`src/rtl/dcc_packet_sequencer_pkg.sv`:
```
// Shared constants and helpers for the DCC packet sequencer.
package dcc_pkg;

  // FSM state encoding
  localparam logic [1:0] ST_PREAMBLE = 2'd0;
  localparam logic [1:0] ST_START    = 2'd1;
  localparam logic [1:0] ST_BYTE     = 2'd2;
  localparam logic [1:0] ST_STOP     = 2'd3;

  localparam int DEF_PREAMBLE_BITS = 14;

  // Largest data byte count any build of the sequencer can be configured for
  localparam int BYTES_LIM = 7;
  localparam int XOR_W     = BYTES_LIM * 8;

  // DCC idle packet: byte0 = FF, byte1 = 00, checksum FF
  localparam logic [15:0] DCC_IDLE_PKT = 16'h00FF;
  localparam logic [2:0]  DCC_IDLE_LEN = 3'd2;
  localparam logic [7:0]  DCC_IDLE_CHK = 8'hFF;

  // XOR of the first len bytes of data (byte i in [8i+7:8i])
  function automatic logic [7:0] byte_xor(input logic [XOR_W-1:0] data,
                                          input logic [2:0]       len);
    logic [7:0] acc;
    acc = 8'h00;
    for (int i = 0; i < BYTES_LIM; i++) begin
      if (3'(i) < len) acc = acc ^ data[i*8 +: 8];
    end
    return acc;
  endfunction

endpackage

```
`src/rtl/dcc_packet_sequencer_if.sv`:
```
// Host-side packet handshake of the DCC packet sequencer.
// valid/ready: a packet transfers in any cycle where pkt_valid & pkt_ready are both 1;
// pkt_len/pkt_data are only meaningful while pkt_valid is 1. pkt_err and pkt_done are
// single-cycle status pulses from the sequencer back to the host.
interface dcc_packet_sequencer_if #(
  parameter int MAX_BYTES = 5
);
  logic                   pkt_valid;
  logic                   pkt_ready;
  logic [2:0]             pkt_len;
  logic [MAX_BYTES*8-1:0] pkt_data;
  logic                   pkt_err;
  logic                   pkt_done;

  modport master (
    output pkt_valid, pkt_len, pkt_data,
    input  pkt_ready, pkt_err, pkt_done
  );

  modport slave (
    input  pkt_valid, pkt_len, pkt_data,
    output pkt_ready, pkt_err, pkt_done
  );
endinterface

```
`src/rtl/dcc_packet_sequencer_ack_edge_sync.sv`:
```
// Two-flop synchroniser for the encoder ack followed by a rising-edge pulse.
module ack_edge_sync (
  input  logic clk,
  input  logic reset_n,
  input  logic async_in,
  output logic pulse
);
  logic sync1, sync2, sync_prev;

  // Synchronise the ack and keep one delayed copy for edge detection
  always_ff @(posedge clk) begin
    if (!reset_n) begin
      sync1     <= 1'b0;
      sync2     <= 1'b0;
      sync_prev <= 1'b0;
    end else begin
      sync1     <= async_in;
      sync2     <= sync1;
      sync_prev <= sync2;
    end
  end

  // A held-high ack produces a single pulse
  assign pulse = sync2 & ~sync_prev;
endmodule

```
`src/rtl/dcc_packet_sequencer.sv`:
```
// Serialises DCC packets (preamble, start bits, bytes, checksum, end bit) for bit_encoder.
// One pending host slot; each host packet is sent REPEAT_CNT times; idle packets fill gaps.
module dcc_packet_sequencer
  import dcc_pkg::*;
#(
  parameter int PREAMBLE_BITS = DEF_PREAMBLE_BITS,
  parameter int MAX_BYTES     = 5,
  parameter int REPEAT_CNT    = 3
) (
  input  logic                 clk,
  input  logic                 reset_n,
  dcc_packet_sequencer_if.slave host,
  output logic                 tx_idle,
  input  logic                 enc_ack,
  output logic                 next_bit,
  output logic [1:0]           dbg_state
);
  localparam int DW = MAX_BYTES * 8;
  localparam int PW = $clog2(PREAMBLE_BITS + 1);
  localparam int RW = $clog2(REPEAT_CNT + 1);
  localparam logic [PW-1:0] PRE_LAST = PW'(PREAMBLE_BITS - 1);
  localparam logic [RW-1:0] REP_INIT = RW'(REPEAT_CNT);
  localparam logic [2:0]    LEN_MAX  = 3'(MAX_BYTES);

  logic          ack_evt;
  logic [1:0]    state;
  logic [PW-1:0] pre_cnt;
  logic [2:0]    bit_idx;
  logic [2:0]    byte_idx;

  logic          slot_full;
  logic [DW-1:0] slot_data;
  logic [2:0]    slot_len;

  logic [DW-1:0] act_data;
  logic [2:0]    act_len;
  logic [7:0]    act_chk;
  logic          act_idle;
  logic [RW-1:0] rep_left;

  logic          pkt_err_q, pkt_done_q;
  logic [7:0]    cur_byte;
  logic          take, len_ok, stop_evt, resend, select;

  ack_edge_sync u_ack_sync (
    .clk      (clk),
    .reset_n  (reset_n),
    .async_in (enc_ack),
    .pulse    (ack_evt)
  );

  assign take     = host.pkt_valid & ~slot_full;
  assign len_ok   = (host.pkt_len >= 3'd2) && (host.pkt_len <= LEN_MAX);
  assign stop_evt = ack_evt && (state == ST_STOP);
  assign resend   = stop_evt && !act_idle && (rep_left > RW'(1));
  assign select   = stop_evt && !resend;

  assign host.pkt_ready = ~slot_full;
  assign host.pkt_err   = pkt_err_q;
  assign host.pkt_done  = pkt_done_q;
  assign tx_idle        = act_idle;
  assign dbg_state      = state;

  // Byte currently on the wire: data bytes first, checksum after the last one
  always_comb begin
    cur_byte = act_chk;
    for (int i = 0; i < MAX_BYTES; i++) begin
      if ((byte_idx == 3'(i)) && (byte_idx < act_len)) cur_byte = act_data[i*8 +: 8];
    end
  end

  // Bit presented to the encoder for the current state
  always_comb begin
    case (state)
      ST_START: next_bit = 1'b0;
      ST_BYTE:  next_bit = cur_byte[bit_idx];
      default:  next_bit = 1'b1;
    endcase
  end

  // Pending slot, active packet registers, repeat counter and status pulses
  always_ff @(posedge clk) begin
    if (!reset_n) begin
      slot_full  <= 1'b0;
      slot_data  <= '0;
      slot_len   <= 3'd0;
      act_data   <= DW'(DCC_IDLE_PKT);
      act_len    <= DCC_IDLE_LEN;
      act_chk    <= DCC_IDLE_CHK;
      act_idle   <= 1'b1;
      rep_left   <= '0;
      pkt_err_q  <= 1'b0;
      pkt_done_q <= 1'b0;
    end else begin
      pkt_err_q  <= take && !len_ok;
      pkt_done_q <= stop_evt && !act_idle && (rep_left == RW'(1));

      if (resend) rep_left <= rep_left - RW'(1);

      if (select) begin
        if (slot_full) begin
          act_data <= slot_data;
          act_len  <= slot_len;
          act_chk  <= byte_xor(XOR_W'(slot_data), slot_len);
          act_idle <= 1'b0;
          rep_left <= REP_INIT;
        end else begin
          act_data <= DW'(DCC_IDLE_PKT);
          act_len  <= DCC_IDLE_LEN;
          act_chk  <= DCC_IDLE_CHK;
          act_idle <= 1'b1;
        end
      end

      // take implies the slot is empty, so filling and freeing never coincide
      if (take && len_ok) begin
        slot_full <= 1'b1;
        slot_data <= host.pkt_data;
        slot_len  <= host.pkt_len;
      end else if (select && slot_full) begin
        slot_full <= 1'b0;
      end
    end
  end

  // Bit-level FSM, advancing once per encoder ack
  always_ff @(posedge clk) begin
    if (!reset_n) begin
      state    <= ST_PREAMBLE;
      pre_cnt  <= '0;
      bit_idx  <= 3'd7;
      byte_idx <= 3'd0;
    end else if (ack_evt) begin
      case (state)
        ST_PREAMBLE: begin
          if (pre_cnt == PRE_LAST) begin
            pre_cnt <= '0;
            state   <= ST_START;
          end else begin
            pre_cnt <= pre_cnt + PW'(1);
          end
        end
        ST_START: begin
          state   <= ST_BYTE;
          bit_idx <= 3'd7;
        end
        ST_BYTE: begin
          if (bit_idx == 3'd0) begin
            if (byte_idx == act_len) begin
              state <= ST_STOP;
            end else begin
              byte_idx <= byte_idx + 3'd1;
              state    <= ST_START;
            end
          end else begin
            bit_idx <= bit_idx - 3'd1;
          end
        end
        default: begin
          state    <= ST_PREAMBLE;
          byte_idx <= 3'd0;
        end
      endcase
    end
  end
endmodule

```
`src/flat_wrapper.sv`:
```
// flat-port wrapper written by rule: the top's interface ports become plain ports
module dcc_packet_sequencer_flat import dcc_pkg::*;
#(
  parameter int PREAMBLE_BITS = DEF_PREAMBLE_BITS,
  parameter int MAX_BYTES     = 5,
  parameter int REPEAT_CNT    = 3
)
  (clk, reset_n, tx_idle, enc_ack, next_bit, dbg_state, host_pkt_valid, host_pkt_len, host_pkt_data, host_pkt_ready, host_pkt_err, host_pkt_done);
  dcc_packet_sequencer_if #(.MAX_BYTES(MAX_BYTES)) host_i ();
  input  logic clk;
  input  logic reset_n;
  output logic tx_idle;
  input  logic enc_ack;
  output logic next_bit;
  output logic [1:0] dbg_state;
  input wire logic [$bits(host_i.pkt_valid)-1:0] host_pkt_valid;
  input wire logic [$bits(host_i.pkt_len)-1:0] host_pkt_len;
  input wire logic [$bits(host_i.pkt_data)-1:0] host_pkt_data;
  output wire logic [$bits(host_i.pkt_ready)-1:0] host_pkt_ready;
  output wire logic [$bits(host_i.pkt_err)-1:0] host_pkt_err;
  output wire logic [$bits(host_i.pkt_done)-1:0] host_pkt_done;
  assign host_i.pkt_valid = host_pkt_valid;
  assign host_i.pkt_len = host_pkt_len;
  assign host_i.pkt_data = host_pkt_data;
  assign host_pkt_ready = host_i.pkt_ready;
  assign host_pkt_err = host_i.pkt_err;
  assign host_pkt_done = host_i.pkt_done;
  dcc_packet_sequencer #(.PREAMBLE_BITS(PREAMBLE_BITS), .MAX_BYTES(MAX_BYTES), .REPEAT_CNT(REPEAT_CNT)) u_core (.clk(clk), .reset_n(reset_n), .host(host_i), .tx_idle(tx_idle), .enc_ack(enc_ack), .next_bit(next_bit), .dbg_state(dbg_state));
endmodule
```
`config.mk`:
```
export PLATFORM = sky130hd
export DESIGN_NAME = dcc_packet_sequencer_flat
export DESIGN_NICKNAME = d
export VERILOG_FILES = /design/src/rtl/dcc_packet_sequencer_pkg.sv /design/src/rtl/dcc_packet_sequencer_if.sv /design/src/rtl/dcc_packet_sequencer_ack_edge_sync.sv /design/src/rtl/dcc_packet_sequencer.sv /design/src/flat_wrapper.sv
export SDC_FILE = /design/constraint.sdc
export NUM_CORES = 1
export LEC_CHECK = 0
export BUFFER_PORTS_ARGS = -buffer_cell sky130_fd_sc_hd__buf_2
export CAP_MARGIN = 10
export CORE_ASPECT_RATIO = 2
export CORE_MARGIN = 2
export CORE_UTILIZATION = 40
export DETAILED_ROUTE_END_ITERATION = 16
export SETUP_SLACK_MARGIN = 0.5
export SYNTH_ARGS = -nofsm -noshare
export SYNTH_HDL_FRONTEND = slang
export SYNTH_HIERARCHICAL = 1
export SYNTH_SLANG_ARGS = --single-unit
```
`constraint.sdc`:
```
create_clock -name clk -period 3.05 [get_ports clk]
set_input_delay 0.305 -clock clk [delete_from_list [all_inputs] [get_ports clk]]
set_output_delay 0.305 -clock clk [all_outputs]
set_load 0.02 [all_outputs]
```
# Word level (Yosys, flattened, before mapping)
# Cells that the tools add are included.
# totals
reg_bits	115
output_inout_bits	7
word_cells	125
# op_classes
n_addsub	4
magnitude_cmp	10
n_eq_ne	14
n_mux	44
bitwise_logic	9
n_reduce_logical	27
# ops
cell	n
$mux W8	23
$mux W40	1
$xor A8 B8 Y8	4
$logic_and A1 B1 Y1	14
$mux W2	6
$mux W3	4
$pmux W3 S2	2
$eq A3 B2 Y1 const B	2
$logic_not A3 Y1	2
$lt A1 B3 Y1 const A	2
$lt A2 B3 Y1 const A	2
$pmux W2 S3	1
$reduce_and A3 Y1	2
$add A4 B1 Y4 const B	1
$eq A2 B1 Y1 const B	2
$eq A2 B2 Y1 const B	2
$eq A4 B4 Y1 const B	1
$lt A3 B4 Y1 const B	1
$mux W1	4
$mux W4	1
$ne A2 B1 Y1 const B	2
$ne A2 B2 Y1 const B	2
$reduce_and A4 Y1	1
$reduce_bool A2 Y1	2
other kinds (19)	24

# Logic depth before layout (Yosys ltp)
# Gate-level depths: netlist of run 1.
# depth
ltp_word	27
mapped_depth	11

# Hierarchy
# Netlist of run 1, hierarchy kept.
# modules_own_cells
module	n_inst	cells_each	area_each_um2
dcc_packet_sequencer	1	753	5879.4
ack_edge_sync	1	7	92.6

# Least setup slack after synthesis of run 1
# Ideal clock, no wire load.
# synth_path
path_type	register to output
from	register u_core.byte_idx[2]
to	output next_bit
t_arrival_ns	2.249
t_required_ns	2.745
path_slack_ns	0.496
path_stages_with_launch	10
path_cell_list	dfxtp_1 -> ha_1 -> and3b_4 -> nor3b_4 -> and2_1 -> buf_4 -> a2bb2oi_1 -> o221ai_1 -> a32o_1 -> a21oi_1
# synth_between
elab_chain_len	10
elab_cells_between_ends	19
classes_between	order compare: 1; eq/ne: 4; mux: 8; reduce/logical: 6
# synth_lines
item	line_no	rtl
start, declared	dcc_packet_sequencer.sv:29	logic [2:0] byte_idx;
start signal, assigned	dcc_packet_sequencer.sv:152	byte_idx <= byte_idx + 3'd1;
$lt A3 B3 Y1 / $logic_not A3 Y1 (equally long branches)	dcc_packet_sequencer.sv:68	if ((byte_idx == 3'(i)) && (byte_idx < act_len)) cur_byte = act_data[i*8 +: 8];
$logic_and A1 B1 Y1	dcc_packet_sequencer.sv:68	
$mux W8 (4 in a row)	dcc_packet_sequencer.sv:68	
$mux W8 *	dcc_packet_sequencer.sv:68	
$bmux W1 S3 *	dcc_packet_sequencer.sv:76	ST_BYTE: next_bit = cur_byte[bit_idx];
$mux W1 (implied by the code) *	dcc_packet_sequencer.sv:76	
$pmux W1 S2 *	dcc_packet_sequencer.sv:74	case (state)
end, declared	flat_wrapper.sv:14	output logic next_bit;
# Mark *: on every way between the ends. The rest lies on a longest branch, timed or not. The select of a mux whose other input is x is not followed.

# Worst setup path after layout of run 1
# layout_path
from	register u_core.byte_idx[0]
to	output next_bit
# The elaborated chain is that of the path after synthesis.

==> impl_metrics.tcl, run 1 <==
set metrics [dict create \
    status "complete, no violations" \
    multi_input_area_mm2 0.003630 \
    synth_cell_type_count 52 \
    grt-ovfl-total 0 \
    antenna_found_initial 0 \
    final.setup.worst_slack_ps 134.8 \
    start_util 0.4051 \
    drt_iter0_markers 342 \
    wl_met2_mm 9.308 \
    antenna_left 0 \
    critPathRequiredTime_ps 2740 \
    yosysTopAreaCell "dfxtp_1" \
    power_density_mw_per_mm2 519.8 \
    drt_pass1_iterations 7 \
    ys_seq_area_frac 0.3855 \
    vias 5661 \
    rsz0062_at_grt "yes" \
    max_stage_delay_ps 420 \
    clk_latency_ps 410 \
    n_fill_cell 1423 \
    skew_ps 9.784 \
    synth_compound_area_frac 0.2562 \
    drive_above_1_share 0.2103 \
    wl_met3_um 586 \
    combPwrFrac 0.065 \
    p_switching_mw 0.9292 \
    grt_max_degree 109 \
    boundaryPins 54 \
    period_needed_ps 2915 \
    synthXorXnorAreaFrac 0.02933 \
    synth_simple_gate_area_frac 0.2426 \
    reg2reg_depth 7 \
    clock_path_buffers 2 \
    area_delta_synth_final_pct 24.87 \
    cp.arrival_ps 2610 \
    syn_inst 760 \
    cts_root_buffer "clkbuf_16" \
    setup-violations-final 0 \
    core_area_mm2 0.01474 \
    cts-buffers-inserted 17 \
    place_congestion 1.022 \
    internal_power_mw 2.947 \
    final.setup.tns_ps 0 \
    switching_share 0.2397 \
    yosysMostFrequentCell "nand2_1" \
    wl_per_cell_um 17.35 \
    wl_mm 17.57 \
    worstMarginPinSlew_ps 913.7 \
    synth_common_cells "nand2_1, dfxtp_1, a21boi_0" \
    final_util 0.5059 \
    fmax_mhz 343.0 \
    report.final.hold_viol_count 0 \
    synth_top_family_by_area "compound AO/OA/AOI/OAI gates" \
    muxShareOfSynthArea 0.005028 \
    die_area_mm2 0.01598 \
    crit_top_cell "buf_6" \
    seqCellArea_mm2 0.002313 \
    grt_pass1_wl_mm 28.21 \
    cts.sinks 115 \
    endpoint_kind "output pin" \
    whs_path_depth 2 \
    yosys_most_used_dff "dfxtp_1" \
    topRoutingLayerUsed "met4" \
    finalNetCount 863 \
    num_rows 63 \
    cts_tree "built" \
    dp_hpwl_mm 12.22 \
    period_share 0.9558 \
    wl_met1_mm 6.634 \
    critPathKind "flip-flop to output pin" \
    slowest_stage "dfxtp_4" \
    yosys.area_share.adder 0.02305 \
    synth.top_cells.by_area "dfxtp_1, nand2_1, a21boi_0" \
    p_leak_nw 2.778 \
    drc 0 \
    htree_levels 4 \
    io_buffer_count 53 \
    min_path_type "input pin to flip-flop" \
    avgSynthCellArea_um2 7.858 \
    cp-start-kind "flip-flop" \
    insertedDiodeCount 0 \
    finalMaxSlewViolations 0 \
    synth_warnings 6 \
    holdBufCountCts 0 \
    synth_fp_nets 818 \
    ir_drop_uv 412.9 \
    fin_hold_ws_ps 107.9 \
    avgViaCountPerCell 5.588 \
    grtUsageTotal 0.2217 \
    grt_pass1_vias 5519 \
    dp_slack_ps 201.1 \
    die_y_um 176.8 \
    crit_cells 11 \
    drv_cap 0 \
    cp.buffers_inverters 4 \
    p_seq_frac 0.410 \
    die_w_um 90.40 \
    path_max_fanout 7 \
    slew_headroom 0.3831 \
    cp_top_family "compound AO/OA/AOI/OAI gates" \
    p_clk_frac 0.525 \
    yosysTopAreaCellShare 0.3855 \
    syn_area_mm2 0.005972 \
    async_flop_share 0 \
    clkTransAtPathRegs_ps 60 \
    path_cells "inv_6 > ha_4 > and3b_4 > or2b_4 > buf_6 > buf_4 > o21ai_2 > o221a_2 > o41ai_4 > a21oi_2 > buf_6" \
    ys_ff_latch 115 \
    synth_edf_count 0 \
]
-- what timing repair did --
action                                  in CTS  in global routing
buffers inserted                            11                  5
gates cloned                                 1                  0
endpoints found under the setup margin       1                 30
pin swaps                                   17                 15
resized for setup                           61                 25
-- through the flow --
step,total power [mW],std cells,area (µm²)
3_5_place_dp,1.874,964,6377
3_3_place_gp,1.863,964,6377
6_report,3.876,1013,7457
5_1_grt,4.002,1013,7457
4_1_cts,3.899,1008,7293
2_1_floorplan,1.777,760,5976
-- layer usage --
layer / track usage / vias to the layer above
met2: 0.4117 / 186
met1: 0.2289 / 2691
li1: - / 2718
met3: 0.03961 / 66
met5: 0 / -
met4: 0.1340 / 0
-- registers in the layout, indices dropped and copies added (netlist names) --
signal	count
u_core/slot_len	3
u_core/rep_left	2
u_core/act_chk	8
u_core/u_ack_sync/sync_prev	1
u_core/slot_data	40
u_core/u_ack_sync/sync2	1
u_core/host.pkt_done	1
u_core/byte_idx	3
u_core/tx_idle	1
u_core/bit_idx	3
u_core/act_len	3
u_core/act_data	40
u_core/u_ack_sync/sync1	1
u_core/slot_full	1
u_core/pre_cnt	4
u_core/dbg_state	2
u_core/host.pkt_err	1
-- area by class of cell --
cell class,count,area share
well taps,195,0.03272
flip-flops and latches,115,0.3102
inverters,25,0.01359
clock buffers,19,0.05940
clock inverters,13,0.02148
multi-input cells,560,0.4867
repair buffers,86,0.07584
-- logic make-up (layout without fill, tap and decap cells) --
kind of cell,Yosys count,count (layout)
mux,3,3
buf+inv,85,143
xor+xnor,20,20
compound gates,223,223
simple gates,303,303
fa+ha+maj,11,11
flops,115,115
-- final timing paths --
path                                         startpoint                      end  slack [ps]
worst max-delay path                 u_core/byte_idx[0]                 next_bit         130
worst min-delay path                            enc_ack  u_core/u_ack_sync/sync1         110
worst max register to register       u_core/slot_len[2]        u_core/act_chk[1]         790
worst min register to register  u_core/u_ack_sync/sync1  u_core/u_ack_sync/sync2         440
-- power groups by stage --
| stage | Combinational, mW | Clock (mW) | Sequential (mW) |
|---|---|---|---|
| global route | 0.282 | 2.12 | 1.59 |
| floorplan | 0.174 | 0 | 1.60 |
| global placement | 0.243 | 0 | 1.62 |
| CTS | 0.252 | 2.06 | 1.59 |
| detailed placement | 0.251 | 0 | 1.62 |
| finish | 0.250 | 2.04 | 1.59 |
-- placed cells by master, fill, tap and decap left out, types with 7 or more instances in the layout --
cell         n
a22oi_1      8
dfxtp_1    110
a21boi_1     7
a22o_1      16
or3_1        9
and3_1      10
inv_1       20
a21boi_0    59
nor2_1      15
and2_1      20
o311ai_0     7
o22ai_1      9
nand2_1    151
nand3_1     38
buf_6       10
xor2_1      10
buf_4       23
clkbuf_16   17
o21ai_0     53
buf_2       52
nor2b_1     25
xnor2_1     10
a21oi_1     16
ha_4         8
No activity file was read; power rests on OpenSTA's default activity.
==> run 2: changes to the inputs <==
BUFFER_PORTS_ARGS = unset   (was -buffer_cell sky130_fd_sc_hd__buf_2)
DONT_BUFFER_PORTS = 1   (was unset)
==> impl_metrics.tcl, run 2 (synthesis results as in run 1) <==
set metrics [dict create \
    cp-startpoint "u_core/byte_idx[0]" \
    topRoutingLayerUsed "met4" \
    status "complete, no violations" \
    finalMaxSlewViolations 0 \
    min_path_type "input pin to flip-flop" \
    placed_cell_area_mm2 0.006105 \
    endpoint_kind "output pin" \
    wl_met3_um 522 \
    fmax_mhz 351.0 \
    rr_endpoint "u_core/act_data[34]" \
    clock_path_buffers 2 \
    final_cells 951 \
    reg2reg_depth 8 \
    wl_per_cell_um 17.86 \
    antenna_left 0 \
    antenna_found_initial 0 \
    skew_ps 12.13 \
    cp.arrival_ps 2540 \
    slowest_stage "a221o_1" \
    start_util 0.4051 \
    max_stage_delay_ps 410 \
    drt_iter0_markers 302 \
    cts_tree "built" \
    cp-start-kind "flip-flop" \
    cts-buffers-inserted 17 \
    wl_met2_mm 9.247 \
    finalNetCount 801 \
    area_delta_synth_final_pct 18.16 \
    drt_pass1_iterations 7 \
    path_max_fanout 10 \
    cts_root_buffer "clkbuf_16" \
    num_rows 63 \
    grt-ovfl-total 0 \
    vias 5267 \
    cts.sinks 115 \
    core_area_mm2 0.01474 \
    reg_top3 "u_core/act_data (40), u_core/slot_data (40), u_core/act_chk (8)" \
    final_area_mm2 0.007057 \
    worstMarginPinSlew_ps 879.3 \
    wl_mm 16.99 \
    critPathRequiredTime_ps 2740 \
    period_needed_ps 2849 \
    die_area_mm2 0.01598 \
    io_buffer_count 0 \
    final_cell_mix "nand2_1, dfxtp_1, a21boi_0, o21ai_0, nand3_1" \
    die_y_um 176.8 \
    grt_pass1_wl_mm 26.65 \
    grt_pass1_vias 5079 \
    clkTransAtPathRegs_ps 60 \
    place_congestion 0.9493 \
    drv_cap 0 \
    setup.worst_path.end "next_bit" \
    drc 0 \
    insertedDiodeCount 0 \
    final.setup.worst_slack_ps 201.1 \
    report.final.hold_viol_count 0 \
    rsz0062_at_grt "yes" \
    power_mw 3.930 \
    htree_levels 4 \
    grtUsageTotal 0.2146 \
    period_share 0.9341 \
    dp.cells 910 \
    wl_met1_mm 6.493 \
    r2r_start "u_core/u_ack_sync/sync2" \
    ir_drop_uv 427.9 \
    critPathKind "flip-flop to output pin" \
    path_cells "buf_4 > ha_4 > clkbuf_4 > a221o_1 > a2bb2oi_2 > o221ai_1 > a32o_2 > a21oi_4" \
    slew_headroom 0.4064 \
    grt_max_degree 93 \
    boundaryPins 54 \
    power_density_mw_per_mm2 557.0 \
    final.setup.tns_ps 0 \
    p_leak_nw 2.551 \
    ff2ff_setup_slack_ps 790 \
    clk_latency_ps 430 \
    setup-violations-final 0 \
    dp_hpwl_mm 11.77 \
    final_common_cell "nand2_1" \
    avgViaCountPerCell 5.538 \
    dp_slack_ps 264.8 \
    drive_above_1_share 0.1257 \
    die_w_um 90.40 \
]
## run 2: cell types whose count changed in the layout (fill, tap and decap cells not counted), sizes merged
cell	delta
buf	-65
bufinv	+1
clkbuf	+4
clkinv	-3
clkinvlp	-1
dlygate4sd3	+2
## run 2: repair_timing
item,in CTS,in global routing
pin swaps,11,3
hold buffers,2,0
gates cloned,1,0
buffers inserted,5,1
endpoints found under the setup margin,1,18
resized for setup,52,4
hold endpoints to repair,21,0
## run 2: power by group
group / leakage (nW) / internal [mW] / switching (mW) / total (mW)
registers: 0.935 / 1.54 / 0.0507 / 1.59
logic: 1.30 / 0.0804 / 0.123 / 0.204
clock network: 0.316 / 1.44 / 0.691 / 2.14
total: 2.55 / 3.07 / 0.865 / 3.93
## run 2: critical path, delay by kind of cell, from the launching register on
family,cells,cell delay (ps)
AOI/OAI and AO/OA,5,1220
DFF,1,370
buffers and inverters,2,340
adders and majority gates,1,190
## run 2: worst min path at each step
stage / start / depth (start not counted) / slack [ps] / to
floorplan: u_core/u_ack_sync/sync1 / 1 / 410 / u_core/u_ack_sync/sync2
global placement: reset_n / 1 / 390 / u_core/act_data[2]
detailed placement: reset_n / 1 / 390 / u_core/act_chk[7]
CTS: reset_n / 1 / 0.8 / u_core/act_data[10]
global route: reset_n / 1 / 20 / u_core/u_ack_sync/sync1
finish: reset_n / 1 / 20 / u_core/u_ack_sync/sync1
## run 2: cell type report
class | count | area, µm²
tap | 195 | 244.0
multi-input combinational | 560 | 3557
clock buffer | 22 | 484.2
timing repair buffer | 24 | 210.2
sequential | 115 | 2312
inverter | 25 | 96.34
fill | 1445 | 7684
clock inverter | 10 | 152.6
## run 2: routing by layer
layer,vias up,GRT usage
met5,-,0
met4,0,0.1218
met3,42,0.04514
met2,113,0.4048
met1,2498,0.2154
li1,2614,-
## run 2: stage by stage
| step | util | hold WS, ps |
|---|---|---|
| 4_1_cts | 0.4766 | 0.7946 |
| 2_1_floorplan | - | 405.7 |
| 5_1_grt | 0.4787 | 16.57 |
| 3_3_place_gp | 0.4141 | 386.0 |
| 6_report | 0.4787 | 21.53 |
| 3_5_place_dp | 0.4141 | 387.6 |
==> run 3: changes to the inputs <==
--- a/config.mk
+++ b/config.mk
@@ -14,2 +14,3 @@
 export SETUP_SLACK_MARGIN = 0.5
+export SKIP_CTS_REPAIR_TIMING = 1
 export SYNTH_ARGS = -nofsm -noshare
--- a/constraint.sdc
+++ b/constraint.sdc
@@ -3,2 +3,2 @@
 set_output_delay 0.305 -clock clk [all_outputs]
-set_load 0.02 [all_outputs]
+set_load 0.05 [all_outputs]
==> impl_metrics.tcl, run 3 (synthesis results as in run 1) <==
set metrics [dict create \
    cts.sinks 115 \
    reg_top3 "u_core/act_data (40), u_core/slot_data (40), u_core/act_chk (8)" \
    clock_path_buffers 2 \
    clkTransAtPathRegs_ps 60 \
    cts-buffers-inserted 17 \
    final_cell_mix "nand2_1, dfxtp_1, a21boi_0, o21ai_0, nand3_1" \
    drive_above_1_share 0.1219 \
    grt_pass1_vias 5074 \
    failed_checks "setup timing" \
    cp.arrival_ps 2760 \
    num_rows 63 \
    r2r_start "u_core/u_ack_sync/sync2" \
    insertedDiodeCount 0 \
    grt_max_degree 114 \
    wl_per_cell_um 17.75 \
    rsz0062_at_grt "yes" \
    drc 0 \
    slew_headroom 0.4120 \
    setup-violations-final 1 \
    dp_slack_ps 131.8 \
    final_common_cell "nand2_1" \
    drt_pass1_iterations 5 \
    antenna_left 0 \
    cts_tree "built" \
    finalNetCount 801 \
    grt_pass1_wl_mm 26.40 \
    die_w_um 90.40 \
    period_needed_ps 3064 \
    final.setup.tns_ps -13.80 \
    avgViaCountPerCell 5.596 \
    ff2ff_setup_slack_ps 720 \
    wl_mm 16.87 \
    finalMaxSlewViolations 0 \
    grt-ovfl-total 0 \
    drt_iter0_markers 303 \
    boundaryPins 54 \
    skew_ps 5.726 \
    die_area_mm2 0.01598 \
    path_max_fanout 10 \
    final.setup.worst_slack_ps -13.80 \
    period_share 1.005 \
    reg2reg_depth 7 \
    dp_hpwl_mm 11.84 \
    worstMarginPinSlew_ps 871.0 \
    core_area_mm2 0.01474 \
    clk_latency_ps 410 \
    p_leak_nw 2.485 \
    setup.worst_path.end "next_bit" \
    endpoint_kind "output pin" \
    area_delta_synth_final_pct 16.07 \
    status "complete, but fails checks" \
    die_y_um 176.8 \
    place_congestion 0.9588 \
    critPathRequiredTime_ps 2740 \
    cp-start-kind "flip-flop" \
    report.final.hold_viol_count 0 \
    start_util 0.4051 \
    drv_cap 0 \
    ir_drop_uv 383.1 \
    fmax_mhz 326.4 \
    final_util 0.4702 \
    rr_endpoint "u_core/act_data[21]" \
    power_density_mw_per_mm2 537.4 \
    vias 5316 \
    min_path_type "input pin to flip-flop" \
    final_area_mm2 0.006932 \
    cts_root_buffer "clkbuf_16" \
    io_buffer_count 0 \
    htree_levels 4 \
    antenna_found_initial 0 \
    critPathKind "flip-flop to output pin" \
    grtUsageTotal 0.2106 \
    placed_cell_area_mm2 0.006122 \
    cp-startpoint "u_core/byte_idx[0]" \
]
==> run 3: worst min path at each step <==
stage,from,endpoint,depth (start not counted)
after global routing,reset_n,u_core/u_ack_sync/sync1,1
after detailed placement,reset_n,u_core/act_len[1],1
after global placement,reset_n,u_core/act_data[6],1
after floorplan,u_core/u_ack_sync/sync1,u_core/u_ack_sync/sync2,1
final,reset_n,u_core/dbg_state[0],1
after CTS,reset_n,u_core/act_len[1],1
==> run 3: stage by stage <==
| stage | hold slack [ps] | instances | total power [mW] |
|---|---|---|---|
| floorplan | 405.7 | 760 | 1.782 |
| global placement | 382.7 | 910 | 1.817 |
| detailed placement | 385.8 | 910 | 1.828 |
| CTS | -55.30 | 941 | 3.763 |
| global route | 11.01 | 950 | 3.846 |
| finish | 25.28 | 950 | 3.725 |
==> run 3: critical path, cell delays in order (launching register included) <==
cell,delay (ps)
dfxtp_2,360
ha_1,260
ha_4,230
nor3b_4,230
a221o_1,170
o21ai_0,70
o21ai_0,230
o221a_2,270
o21bai_1,110
a21oi_4,400
==> run 3: cell type report <==
cell class	instances	area, µm²
clock buffer	20	466.7
timing repair buffer	24	182.7
sequential	115	2311
tap	195	244.0
clock inverter	11	110.1
multi-input combinational	560	3521
inverter	25	96.34
fill	1453	7809
==> run 3: routing by layer <==
layer / part of all wire / global-route usage / vias up
li1: - / - / 2603
met1: 0.38 / 0.2185 / 2506
met2: 0.54 / 0.3979 / 165
met3: 0.038 / 0.03833 / 42
met4: 0.042 / 0.1096 / 0
met5: 0 / 0 / -
==> run 3: report_power, final <==
part	leakage (nW)	total [mW]	switching, mW	internal [mW]
combinational	1.26	0.200	0.119	0.0807
sequential	0.934	1.60	0.0591	1.54
clock	0.287	1.92	0.676	1.25
total	2.49	3.72	0.854	2.87
